## src/rtl/spi_pkg.sv

```systemverilog
// Shared state encoding, limits and sample-edge selection for the SPI DAC responder.
package spi_pkg;

  typedef enum logic [1:0] {
    StIdle  = 2'd0,
    StShift = 2'd1,
    StCheck = 2'd2
  } spi_state_e;

  localparam int unsigned    CNT_W       = 6;
  localparam logic [7:0]     ERR_CNT_MAX = 8'd255;
  localparam logic [CNT_W-1:0] BIT_CNT_MAX = 6'd63;

  // Mode = {CPOL, CPHA}; MOSI is sampled on SCLK rising when CPOL == CPHA.
  function automatic logic sample_on_rise(input int unsigned mode);
    logic cpol;
    logic cpha;
    cpol = ((mode >> 1) & 32'd1) != 32'd0;
    cpha = (mode & 32'd1) != 32'd0;
    return (cpol ^ cpha) == 1'b0;
  endfunction

endpackage

```

## src/rtl/spi_sync_edge.sv

```systemverilog
// Multi-flop synchroniser with a history flop for rise/fall detection. Edges are
// suppressed until the chain has refilled after reset, so a level already present
// at reset release is never mistaken for a transition.
module spi_sync_edge #(
  parameter int unsigned SYNC_STAGES = 2,
  parameter logic        RESET_VAL   = 1'b0
) (
  input  logic clk_i,
  input  logic rst_ni,
  input  logic d_i,
  output logic rise_o,
  output logic fall_o
);

  logic [SYNC_STAGES-1:0] sync_q;
  logic                   hist_q;
  logic [SYNC_STAGES:0]   valid_q;
  logic                   level;

  always_ff @(posedge clk_i or negedge rst_ni) begin
    if (!rst_ni) begin
      sync_q  <= {SYNC_STAGES{RESET_VAL}};
      hist_q  <= RESET_VAL;
      valid_q <= '0;
    end else begin
      sync_q  <= {sync_q[SYNC_STAGES-2:0], d_i};
      hist_q  <= sync_q[SYNC_STAGES-1];
      valid_q <= {valid_q[SYNC_STAGES-1:0], 1'b1};
    end
  end

  assign level  = sync_q[SYNC_STAGES-1];
  assign rise_o = valid_q[SYNC_STAGES] & level & ~hist_q;
  assign fall_o = valid_q[SYNC_STAGES] & ~level & hist_q;

endmodule

```

## src/rtl/spi_dac_slave.sv

```systemverilog
// SPI responder rebuilding the DAC word from oversampled SPI pins in the i_Clk domain.
// Define SPI_SLAVE_MISO_EN to shift the previous word back out on o_SPI_MISO.
module spi_dac_slave
  import spi_pkg::*;
#(
  parameter int unsigned SPI_MODE    = 0,
  parameter int unsigned WORD_BITS   = 16,
  parameter int unsigned SYNC_STAGES = 2
) (
  input  logic                 i_Clk,
  input  logic                 i_Rst_L,
  input  logic                 i_SPI_Clk,
  input  logic                 i_SPI_MOSI,
  input  logic                 i_SPI_CS_n,
  output logic                 o_SPI_MISO,
  output logic [WORD_BITS-1:0] o_RX_Word,
  output logic                 o_RX_DV,
  output logic                 o_Frame_Err,
  output logic [7:0]           o_Err_Count,
  output logic                 o_Busy
);

  localparam logic             CPOL        = ((SPI_MODE >> 1) & 32'd1) != 32'd0;
  localparam logic             SAMPLE_RISE = sample_on_rise(SPI_MODE);
  localparam logic [CNT_W-1:0] WORD_CNT    = CNT_W'(WORD_BITS);

  spi_state_e             state_q, state_d;
  logic [WORD_BITS-1:0]   shift_q, shift_d;
  logic [CNT_W-1:0]       cnt_q, cnt_d;
  logic [WORD_BITS-1:0]   word_q, word_d;
  logic                   dv_q, dv_d;
  logic                   ferr_q, ferr_d;
  logic [7:0]             err_q, err_d;
  logic [SYNC_STAGES-1:0] mosi_q;

  logic sclk_rise, sclk_fall, cs_rise, cs_fall;
  logic sample_edge, mosi_s;

  spi_sync_edge #(
    .SYNC_STAGES(SYNC_STAGES),
    .RESET_VAL  (CPOL)
  ) u_sclk_sync (
    .clk_i (i_Clk),
    .rst_ni(i_Rst_L),
    .d_i   (i_SPI_Clk),
    .rise_o(sclk_rise),
    .fall_o(sclk_fall)
  );

  spi_sync_edge #(
    .SYNC_STAGES(SYNC_STAGES),
    .RESET_VAL  (1'b1)
  ) u_cs_sync (
    .clk_i (i_Clk),
    .rst_ni(i_Rst_L),
    .d_i   (i_SPI_CS_n),
    .rise_o(cs_rise),
    .fall_o(cs_fall)
  );

  assign mosi_s      = mosi_q[SYNC_STAGES-1];
  assign sample_edge = SAMPLE_RISE ? sclk_rise : sclk_fall;

  always_ff @(posedge i_Clk or negedge i_Rst_L) begin
    if (!i_Rst_L) begin
      state_q <= StIdle;
      shift_q <= '0;
      cnt_q   <= '0;
      word_q  <= '0;
      dv_q    <= 1'b0;
      ferr_q  <= 1'b0;
      err_q   <= '0;
      mosi_q  <= '0;
    end else begin
      state_q <= state_d;
      shift_q <= shift_d;
      cnt_q   <= cnt_d;
      word_q  <= word_d;
      dv_q    <= dv_d;
      ferr_q  <= ferr_d;
      err_q   <= err_d;
      mosi_q  <= {mosi_q[SYNC_STAGES-2:0], i_SPI_MOSI};
    end
  end

  always_comb begin
    state_d = state_q;
    unique case (state_q)
      StIdle:  if (cs_fall) state_d = StShift;
      StShift: if (cs_rise) state_d = StCheck;
      StCheck: state_d = StIdle;
      default: state_d = StIdle;
    endcase
  end

  always_comb begin
    shift_d = shift_q;
    cnt_d   = cnt_q;
    word_d  = word_q;
    dv_d    = 1'b0;
    ferr_d  = 1'b0;
    err_d   = err_q;
    unique case (state_q)
      StIdle: begin
        if (cs_fall) begin
          shift_d = '0;
          cnt_d   = '0;
        end
      end
      // A sample edge coinciding with the CS_n rise still counts.
      StShift: begin
        if (sample_edge) begin
          shift_d = {shift_q[WORD_BITS-2:0], mosi_s};
          cnt_d   = (cnt_q == BIT_CNT_MAX) ? cnt_q : cnt_q + 1'b1;
        end
      end
      StCheck: begin
        if (cnt_q == WORD_CNT) begin
          word_d = shift_q;
          dv_d   = 1'b1;
        end else begin
          ferr_d = 1'b1;
          err_d  = (err_q == ERR_CNT_MAX) ? err_q : err_q + 1'b1;
        end
      end
      default: ;
    endcase
  end

  assign o_RX_Word   = word_q;
  assign o_RX_DV     = dv_q;
  assign o_Frame_Err = ferr_q;
  assign o_Err_Count = err_q;
  assign o_Busy      = (state_q != StIdle);

`ifdef SPI_SLAVE_MISO_EN
  logic [WORD_BITS-1:0] miso_q, miso_d;
  logic                 launch_edge;

  assign launch_edge = SAMPLE_RISE ? sclk_fall : sclk_rise;

  always_ff @(posedge i_Clk or negedge i_Rst_L) begin
    if (!i_Rst_L) begin
      miso_q <= '0;
    end else begin
      miso_q <= miso_d;
    end
  end

  // The first launch edge of a CPHA=1 frame precedes any sample, so it presents the MSB
  // rather than shifting it away.
  always_comb begin
    miso_d = miso_q;
    if (state_q == StIdle && cs_fall) begin
      miso_d = word_q;
    end else if (state_q == StShift && launch_edge && cnt_q != '0) begin
      miso_d = {miso_q[WORD_BITS-2:0], 1'b0};
    end
  end

  assign o_SPI_MISO = (state_q == StShift) & miso_q[WORD_BITS-1];
`else
  assign o_SPI_MISO = 1'b0;
`endif

endmodule

```

## config.mk

```make
export PLATFORM = sky130hd
export DESIGN_NAME = spi_dac_slave
export DESIGN_NICKNAME = d
export VERILOG_FILES = /design/src/rtl/spi_pkg.sv /design/src/rtl/spi_sync_edge.sv /design/src/rtl/spi_dac_slave.sv
export SDC_FILE = /design/constraint.sdc
export NUM_CORES = 1
export LEC_CHECK = 0
export CAP_MARGIN = 10
export CORE_MARGIN = 2
export CORE_UTILIZATION = 56
export CTS_BUF_LIST = sky130_fd_sc_hd__clkbuf_4 sky130_fd_sc_hd__clkbuf_8
export CTS_CLUSTER_SIZE = 12
export DETAILED_ROUTE_END_ITERATION = 7
export GPL_TIMING_DRIVEN = 0
export PLACE_DENSITY_LB_ADDON = 0.12
export SLEW_MARGIN = 0
export SYNTH_ARGS = -nofsm -noshare
export SYNTH_HDL_FRONTEND = slang
export SYNTH_SLANG_ARGS = --single-unit
```

## constraint.sdc

```tcl
create_clock -name i_Clk -period 2 [get_ports i_Clk]
set_input_delay 0.3 -clock i_Clk [delete_from_list [all_inputs] [get_ports i_Clk]]
set_output_delay 0.3 -clock i_Clk [all_outputs]
set_load 0.02 [all_outputs]
```

Word-level counts from Yosys, hierarchy flattened. Index checks and enable logic that the tools add are counted.

RAM bits: 0. Output and inout bits: 28. Memories: 0. Logic and storage cells: 58. Bits in latches: 0. Bits in read-only memories: 0. Bits of input ports: 5. Register bits after elaboration: 64.

Reductions and logical operators: 8. Equal/unequal tests: 9. Divide/modulo/power cells: 0. Multiplexer cells: 14. Bitwise gates (word level): 11. Shift-type cells: 0. Multiply operators: 0. Order comparisons: 0. Add/sub/neg operators: 2.

Operator list (count): 2-to-1 mux 16 bit (2); case mux 16 bit (2 select lines) (1); 2-to-1 mux 6 bit (3); case mux 6 bit (2 select lines) (1); adder 8 x 1 -> 8 bit (second input constant) (1); == test 8 bit (second input constant) (1); inequality test 2 bit (second input constant) (4); adder 6 x 1 -> 6 bit (second input constant) (1); bitwise AND 1 bit (6); == test 6 x 5 -> 1 bit (second input constant) (1); == test 6 bit (second input constant) (1); AND reduction 3 bit (2); NOT 1 bit (5); 2-to-1 mux 1 bit (4); 2-to-1 mux 2 bit (2); case mux 2 bit (2 select lines) (1); AND reduction 2 bit (2); AND reduction 4 bit (1); nonzero test 2 bit (2); == test 2 x 1 -> 1 bit (second input constant) (1); == test 2 bit (second input constant) (1); zero test 2 bit (1).

Depth between registers and ports, before layout. Gate-level depths: netlist of the first run.

Depth in word-level cells: 5. Depth in mapped cells: 8. Mapped depth without buffers: 7.

By module. From an unflattened synthesis of the first run, not the netlist that was laid out.

Cells, all modules: 214. Area total of the unflattened synthesis: 2529.9 um2.

Modules (own cells, without submodules): spi_dac_slave (times used 1, area each 2183.3 um2, cells each 196, seq. area each 1301.2 um2); spi_sync_edge (u_cs_sync) (times used 1, area each 175.2 um2, cells each 9, seq. area each 153.9 um2); spi_sync_edge (u_sclk_sync) (times used 1, area each 171.4 um2, cells each 9, seq. area each 150.1 um2).

Worst setup path after synthesis of the first run. OpenSTA, ideal clock, no wires.

Path kind: register to register. Start point: reg cnt_q[0]. End point: reg word_q[10], in the netlist o_RX_Word[10]. Setup slack: 0.327 ns. Data arrival time: 1.548 ns. Required time: 1.875 ns. Cell stages (with the launch flop): 9. Path buffers: 2. Cells stage by stage: dfrtp_1 > inv_1 > ha_1 > nor2b_2 > nand3_1 > or2_1 > buf_6 > buf_12 > mux2_4.

Longest elaborated chain between the ends: 2.

RTL lines: start, declared (RTL line spi_dac_slave.sv:29) `logic [CNT_W-1:0] cnt_q, cnt_d;`; start signal, assigned (RTL line spi_dac_slave.sv:77) `cnt_q <= cnt_d;`; == test 6 x 5 -> 1 bit (RTL line spi_dac_slave.sv:118) `if (cnt_q == WORD_CNT) begin`; AND reduction 2 bit (no source line); end signal, assigned (RTL line spi_dac_slave.sv:78) `word_q <= word_d;`; end, declared (RTL line spi_dac_slave.sv:30) `logic [WORD_BITS-1:0] word_q, word_d;`.

No other way between the ends. A chain may end at the register's enable or synchronous reset.

Worst setup path in the final report of the first run.
Start point: reg state_q[0]. End point: out o_Busy.

Longest elaborated chain between the ends: 1.

RTL lines: start, declared (RTL line spi_dac_slave.sv:27) `spi_state_e state_q, state_d;`; start signal, assigned (RTL line spi_dac_slave.sv:66) `state_q <= StIdle;`; start signal, assigned (RTL line spi_dac_slave.sv:75) `state_q <= state_d;`; nonzero test 2 bit (RTL line spi_dac_slave.sv:134) `assign o_Busy = (state_q != StIdle);`; end, declared (RTL line spi_dac_slave.sv:20) `output logic o_Busy`.

No other way between the ends.

==> reports/metrics.yaml, run 1 <==
status:
  outcome: "finished, final reports clean"
synthesis:
  ys_seq_area_frac: 0.609
  synth_mux_area_frac: 0.0941
  synth-compound-area-share: 0.0837
  synth_nets: 221
  syn_avg_cell_area_um2: 11.8
  synth_seq_cells: 61
  synth_top_family_by_area: "simple AND/OR/NAND/NOR gates"
  synth-xor-area-share: 0.0174
  syn_inst: 213
  synth_cell_types: 41
  syn_area_um2: 2510
  synthSimpleGateAreaFrac: 0.141
  yosys_warnings: 0
  synth_fa_ha_area_frac: 0.0149
route:
  drc: 0
  drtIter0Drc: 127
  avgViaCountPerCell: 5.32
  wirelength_mm: 4.27
  drtPass1Iterations: 6
  wl_per_cell_um: 13.6
  ant_nets: 0
  vias: 1665
setup_path:
  cp_slowest_stage_delay_ps: 550
  crit_path_max_fanout: 8
  cp_cell_sequence: "or2_2 > clkdlybuf4s50_1"
  worst-path-buf-inv: 1
  r2r_cells: 8
  r2r_slack_ps: 210
  arrival_ps: 1630
  cp-end-kind: "output pin"
  r2r_start: "cnt_q[0]"
  cp.required_ps: 1700
  reg2reg_to: "o_RX_Word[14]"
  critPathTopFamily: "buffers and inverters"
  critical_path_class: "flop to output pin"
  cp_slowest_cell: "clkdlybuf4s50_1"
  start_kind: "flop"
  crit_end: "o_Busy"
  path_depth: 2
  cp-startpoint: "state_q[0]"
clock_network:
  tritoncts: "built"
  clk_pin_slew_ps: 70
  cts_sinks: 61
  postCtsResizedCells: 0
  cts_setup_buffers: 0
  cts-root-buf: "clkbuf_8"
  cts_max_level: 3
  clock_path_buffers: 2
  cts_buffers: 9
  clock_latency_ps: 330
  cts.hold.buffers_added: 0
global_route:
  grt_pass1_wl_mm: 7.68
  antenna_found_initial: 0
  grtUsageTotal: 0.200
  grt_pass1_vias: 1704
  grt_start_max_net_pins: 33
  grt_overflow: 0
die:
  ios: 33
  start_util: 0.581
  core_area_um2: 4320
  rows: 24
  die_h_um: 71.0
  dieArea_um2: 5040
  die_w_um: 71.0
timing:
  skew_ps: 8.17
  hold_ws_ps: 19.8
  hold_viol_final: 0
  fin_crit_sh: 0.963
  slew-limit-headroom: 0.531
  fin_crit_ps: 1930
  setup_viol: 0
  rsz0062_at_grt: "no"
  final_max_slew_viol_count: 0
  worst_pin_slew_ps: 704
  max_freq_mhz: 519
  setup_tns_ps: 0
placement:
  dp_hpwl_mm: 2.95
  place_area_um2: 2900
  dp.cells: 297
  io_buffers: 31
  gp_congestion: 0.884
cells_and_area:
  final_cell_mix: "58 x dfrtp_1, 37 x nand2_1, 30 x clkdlybuf4s50_1"
  fillerInstances: 315
  final-instance-count-excl-fill: 313
  antenna_cells: 0
  final_common_cell: "dfrtp_1"
  area_growth_pct: 24.7
  postLayoutCellArea_um2: 3130
  drive_gt1_frac: 0.207
  fin_nets: 264
pwr:
  pwr_density_cell_nw_per_um2: 966
  leakage_uw: 0.00147
  peakVddDrop_mv: 0.852
run:
  drv_cap: 0
worst_hold_path:
  hold_class: "primary input to async pin"
[area by class of cell]
class | count | area, µm² | share of cell area
Timing Repair Buffer | 32 | 325 | 0.104
Clock buffer | 12 | 159 | 0.0507
Tap cell | 52 | 65.1 | 0.0208
Sequential cell | 61 | 1530 | 0.489
Clock inverter | 4 | 70.1 | 0.0224
Inverter | 7 | 26.3 | 0.00839
Multi-Input combinational cell | 136 | 890 | 0.284
Buffer | 9 | 66.3 | 0.0212
[worst min path at each step]
stage,slack [ps],end,cells after the start,start
6_report,20,o_RX_Word[11],1,i_Rst_L
5_1_grt,80,o_RX_Word[8],1,i_Rst_L
4_1_cts,40,o_Err_Count[1],1,i_Rst_L
3_5_place_dp,340,u_sclk_sync.sync_q[1],0,u_sclk_sync.sync_q[0]
3_3_place_gp,330,mosi_q[1],0,mosi_q[0]
2_1_floorplan,4,cnt_q[0],0,i_Rst_L
[logic make-up (layout without fill, tap and decap cells)]
family / after synthesis / after routing
simple gates: 73 / 73
flops: 61 / 61
compound gates: 35 / 35
mux: 18 / 18
buf+inv: 16 / 64
xor+xnor: 5 / 5
fa+ha+maj: 3 / 3
other cells: 2 / 2
[sequential cells by signal, indices dropped and copies added (netlist names), 2 cells and up]
| name | count |
|---|---|
| cnt_q | 6 |
| mosi_q | 2 |
| o_Err_Count | 8 |
| o_RX_Word | 16 |
| shift_q | 16 |
| state_q | 2 |
| u_cs_sync.sync_q | 2 |
| u_cs_sync.valid_q | 3 |
| u_sclk_sync.sync_q | 2 |
[cells in the mapped netlist (all sizes together)]
| cell | n | area share |
|---|---|---|
| conb | 2 | 0.0030 |
| o21ai | 18 | 0.036 |
| dfstp | 3 | 0.031 |
| nand4 | 2 | 0.0050 |
| buf | 7 | 0.023 |
| o21bai | 1 | 0.0030 |
| ha | 3 | 0.015 |
| nand2b | 2 | 0.0050 |
| nor4 | 3 | 0.0075 |
| or2 | 3 | 0.0075 |
| nor2b | 6 | 0.016 |
| and3b | 1 | 0.0035 |
| a21oi | 6 | 0.012 |
| mux2 | 18 | 0.094 |
| a31oi | 3 | 0.0075 |
| a21o | 1 | 0.0030 |
| xor2 | 5 | 0.017 |
| o22a | 3 | 0.011 |
| nand3 | 4 | 0.0080 |
| and3 | 2 | 0.0055 |
| o2111a | 1 | 0.0045 |
| nand2 | 37 | 0.055 |
| a22o | 1 | 0.0035 |
| nor2 | 8 | 0.013 |
| nor3b | 1 | 0.0030 |
| a31o | 1 | 0.0035 |
| clkbuf | 2 | 0.0030 |
| nor4b | 1 | 0.0060 |
| nor3 | 3 | 0.0060 |
| dfrtp | 58 | 0.58 |
| inv | 7 | 0.010 |
[layer usage]
metal,GRT usage,share of wire,vias to the layer above
met5,0,0,-
met4,0.103,0.011,0
met3,0.0670,0.041,4
met2,0.309,0.49,33
met1,0.250,0.46,823
li1,-,-,805
[worst register-to-register path: stages, from the launching register on]
cell,delay (ps)
dfrtp_1,410
inv_1,70
ha_1,140
nor2b_2,150
nand3_1,80
or2_1,240
buf_6,150
buf_12,150
mux2_4,300
[where the power goes]
| group | internal (µW) | switching, µW |
|---|---|---|
| logic | 169 | 205 |
| clock network | 780 | 453 |
| registers | 1320 | 95.0 |
| total | 2270 | 754 |
[stage by stage]
stage                     utilization  total power, µW  setup WS [ps]
after CTS                       0.724             3050           55.4
final                           0.724             3030           74.5
after global placement          0.668             1800          -1270
after floorplan                     -             1660            327
after global routing            0.724             3190           10.1
after detailed placement        0.671             1820            201
Power figures use the tool's default switching activity.
==> run 2, diff against run 1 <==
--- a/config.mk
+++ b/config.mk
@@ -13,7 +13,7 @@
 export DETAILED_ROUTE_END_ITERATION = 7
 export GPL_TIMING_DRIVEN = 0
 export PLACE_DENSITY_LB_ADDON = 0.12
-export SLEW_MARGIN = 0
+export SLEW_MARGIN = 20
 export SYNTH_ARGS = -nofsm -noshare
 export SYNTH_HDL_FRONTEND = slang
 export SYNTH_SLANG_ARGS = --single-unit
==> run 2 against run 1 <==
  * Utilization is 0.29 points higher
  * Power down 0.20%
  * Hold slack improved by 330 ps
  * Largest cell class unchanged
  * Setup slack improved by 5.4 ps
  * Via count shrank 0.48%
  * Final area grew 0.40%
  * Count of clock-buffer cells in the layout unchanged
  * Critical path type unchanged
  * Highest routed layer unchanged
  * Largest power group unchanged
  * Sequential cell count is the same
  * Critical endpoint unchanged
==> reports/metrics.yaml, run 2 (synthesis gave the netlist of run 1 again) <==
clock_network:
  clock_latency_ps: 330  # about the same
  cts.hold.buffers_added: 1  # +1
  clock_path_buffers: 2  # unchanged
  tritoncts: "built"
  cts-root-buf: "clkbuf_8"
  cts_setup_buffers: 0  # unchanged
  cts_buffers: 9  # unchanged
  cts_max_level: 3  # unchanged
  cts_sinks: 61  # unchanged
  clk_pin_slew_ps: 60  # about the same
  postCtsResizedCells: 0  # unchanged
timing:
  final_max_slew_viol_count: 0  # unchanged
  max_freq_mhz: 521  # +0.28%
  setup_slack_ps: 79.9  # +5.38 ps
  setup_viol: 0  # unchanged
  fin_crit_ps: 1920  # -5.38 ps
  rsz0062_at_grt: "no"
  hold_viol_final: 0  # unchanged
  fin_crit_sh: 0.960  # -0.00269
  skew_ps: 9.75  # +1.58 ps
  setup_tns_ps: 0  # unchanged
route:
  drtPass1Iterations: 4  # -2
  ant_nets: 0  # unchanged
  drc: 0  # unchanged
  wirelength_mm: 4.20  # -1.6%
  avgViaCountPerCell: 5.28  # -0.80%
  drtIter0Drc: 116  # -8.7%
  wl_per_cell_um: 13.4  # -2.0%
  vias: 1657  # -0.48%
setup_path:
  r2r_slack_ps: 210  # about the same
  cp.required_ps: 1700  # about the same
  cp-end-kind: "output pin"
  critical_path_class: "flop to output pin"
  arrival_ps: 1620  # about the same
  crit_path_max_fanout: 8  # unchanged
  r2r_cells: 8  # unchanged
  start_kind: "flop"
placement:
  post-place-ws_ps: 204  # +3.10 ps
  dp.cells: 297  # unchanged
  gp_congestion: 0.884  # unchanged
  io_buffers: 31  # unchanged
  dp_hpwl_mm: 2.91  # -1.3%
die:
  dieArea_um2: 5040  # unchanged
  ios: 33  # unchanged
  die_h_um: 71.0  # unchanged
  core_area_um2: 4320  # unchanged
  rows: 24  # unchanged
  die_w_um: 71.0  # unchanged
  start_util: 0.581  # unchanged
cells_and_area:
  final_cell_mix: "58 x dfrtp_1, 37 x nand2_1, 30 x clkdlybuf4s50_1"
  area_growth_pct: 25.1
  final-instance-count-excl-fill: 314  # +0.32%
  fin_nets: 265  # +0.38%
  drive_gt1_frac: 0.206  # -0.000790
  final_common_cell: "dfrtp_1"
  antenna_cells: 0  # unchanged
global_route:
  antenna_found_initial: 0  # unchanged
  busiest_layer: "met2"
  grt_overflow: 0  # unchanged
  grt_start_max_net_pins: 44  # +33%
  grtUsageTotal: 0.192  # -0.00769
  met1_usage: 0.249  # -0.00192
  grt_pass1_vias: 1647  # -3.3%
  grt_pass1_wl_mm: 7.53  # -2.0%
  met3_usage: 0.0698  # +0.00285
  grtUsageMet2: 0.303  # -0.00623
pwr:
  finalPower_uw: 3020  # -0.20%
  pwr_density_cell_nw_per_um2: 961  # -0.60%
  leakage_uw: 0.00148  # +0.34%
  peakVddDrop_mv: 0.846  # -0.70%
worst_hold_path:
  hold_class: "flop to flop"
  hold_path_depth: 0
run:
  drv_cap: 0  # unchanged
status:
  outcome: "finished, final reports clean"
==> run 2: power breakdown <==
| part | internal (µW) | total, µW | leakage (µW) | switching (µW) |
|---|---|---|---|---|
| logic | 171 | 375 | 0.000544 | 204 |
| registers | 1320 | 1420 | 0.000813 | 94.9 |
| clock network | 780 | 1230 | 0.000120 | 447 |
| total | 2280 | 3020 | 0.00148 | 745 |
==> run 2: worst paths after layout <==
kind | startpoint | to
worst max-delay path | state_q[0] | o_Busy
worst min-delay path | u_sclk_sync.sync_q[0] | u_sclk_sync.sync_q[1]
worst max register to register | cnt_q[0] | o_RX_Word[15]
worst min register to register | u_sclk_sync.sync_q[0] | u_sclk_sync.sync_q[1]
max in group asynchronous | i_Rst_L | state_q[0]
min in group asynchronous | i_Rst_L | o_Err_Count[1]
==> run 2: area by class of cell <==
type                       instances  area [µm²]
inverter                           7        26.3
clock inverter                     4        70.1
multi-input combinational        136         890
fill                             301        1180
clock buffer                      12         159
timing repair buffer              33         338
tap                               52        65.1
sequential                        61        1530
buffer                             9        66.3
==> run 2: critical path: stages, from the launching register on <==
cell and delay (ps):
dfrtp_1 440, or2_2 320, clkdlybuf4s50_1 550
==> run 2: stage by stage <==
stage | hold slack (ps) | util | cell area [µm²]
after CTS | 354 | 0.727 | 3140
after floorplan | 4.41 | - | 2510
after global placement | 332 | 0.668 | 2890
after detailed placement | 192 | 0.672 | 2910
final | 349 | 0.727 | 3140
after global routing | 359 | 0.727 | 3140
==> run 2: layer usage <==
layer | share of wire | up-vias
met1 | 0.47 | 812
met2 | 0.47 | 32
met5 | 0 | -
li1 | - | 809
met4 | 0.011 | 0
met3 | 0.046 | 4
==> run 3, diff against run 2 <==
--- a/config.mk
+++ b/config.mk
@@ -5,7 +5,7 @@
 export SDC_FILE = /design/constraint.sdc
 export NUM_CORES = 1
 export LEC_CHECK = 0
-export CAP_MARGIN = 10
+export CAP_MARGIN = 20
 export CORE_MARGIN = 2
 export CORE_UTILIZATION = 56
 export CTS_BUF_LIST = sky130_fd_sc_hd__clkbuf_4 sky130_fd_sc_hd__clkbuf_8
==> results of run 3 <==
No change in the layout: final DEF, timing and power equal those of run 2.
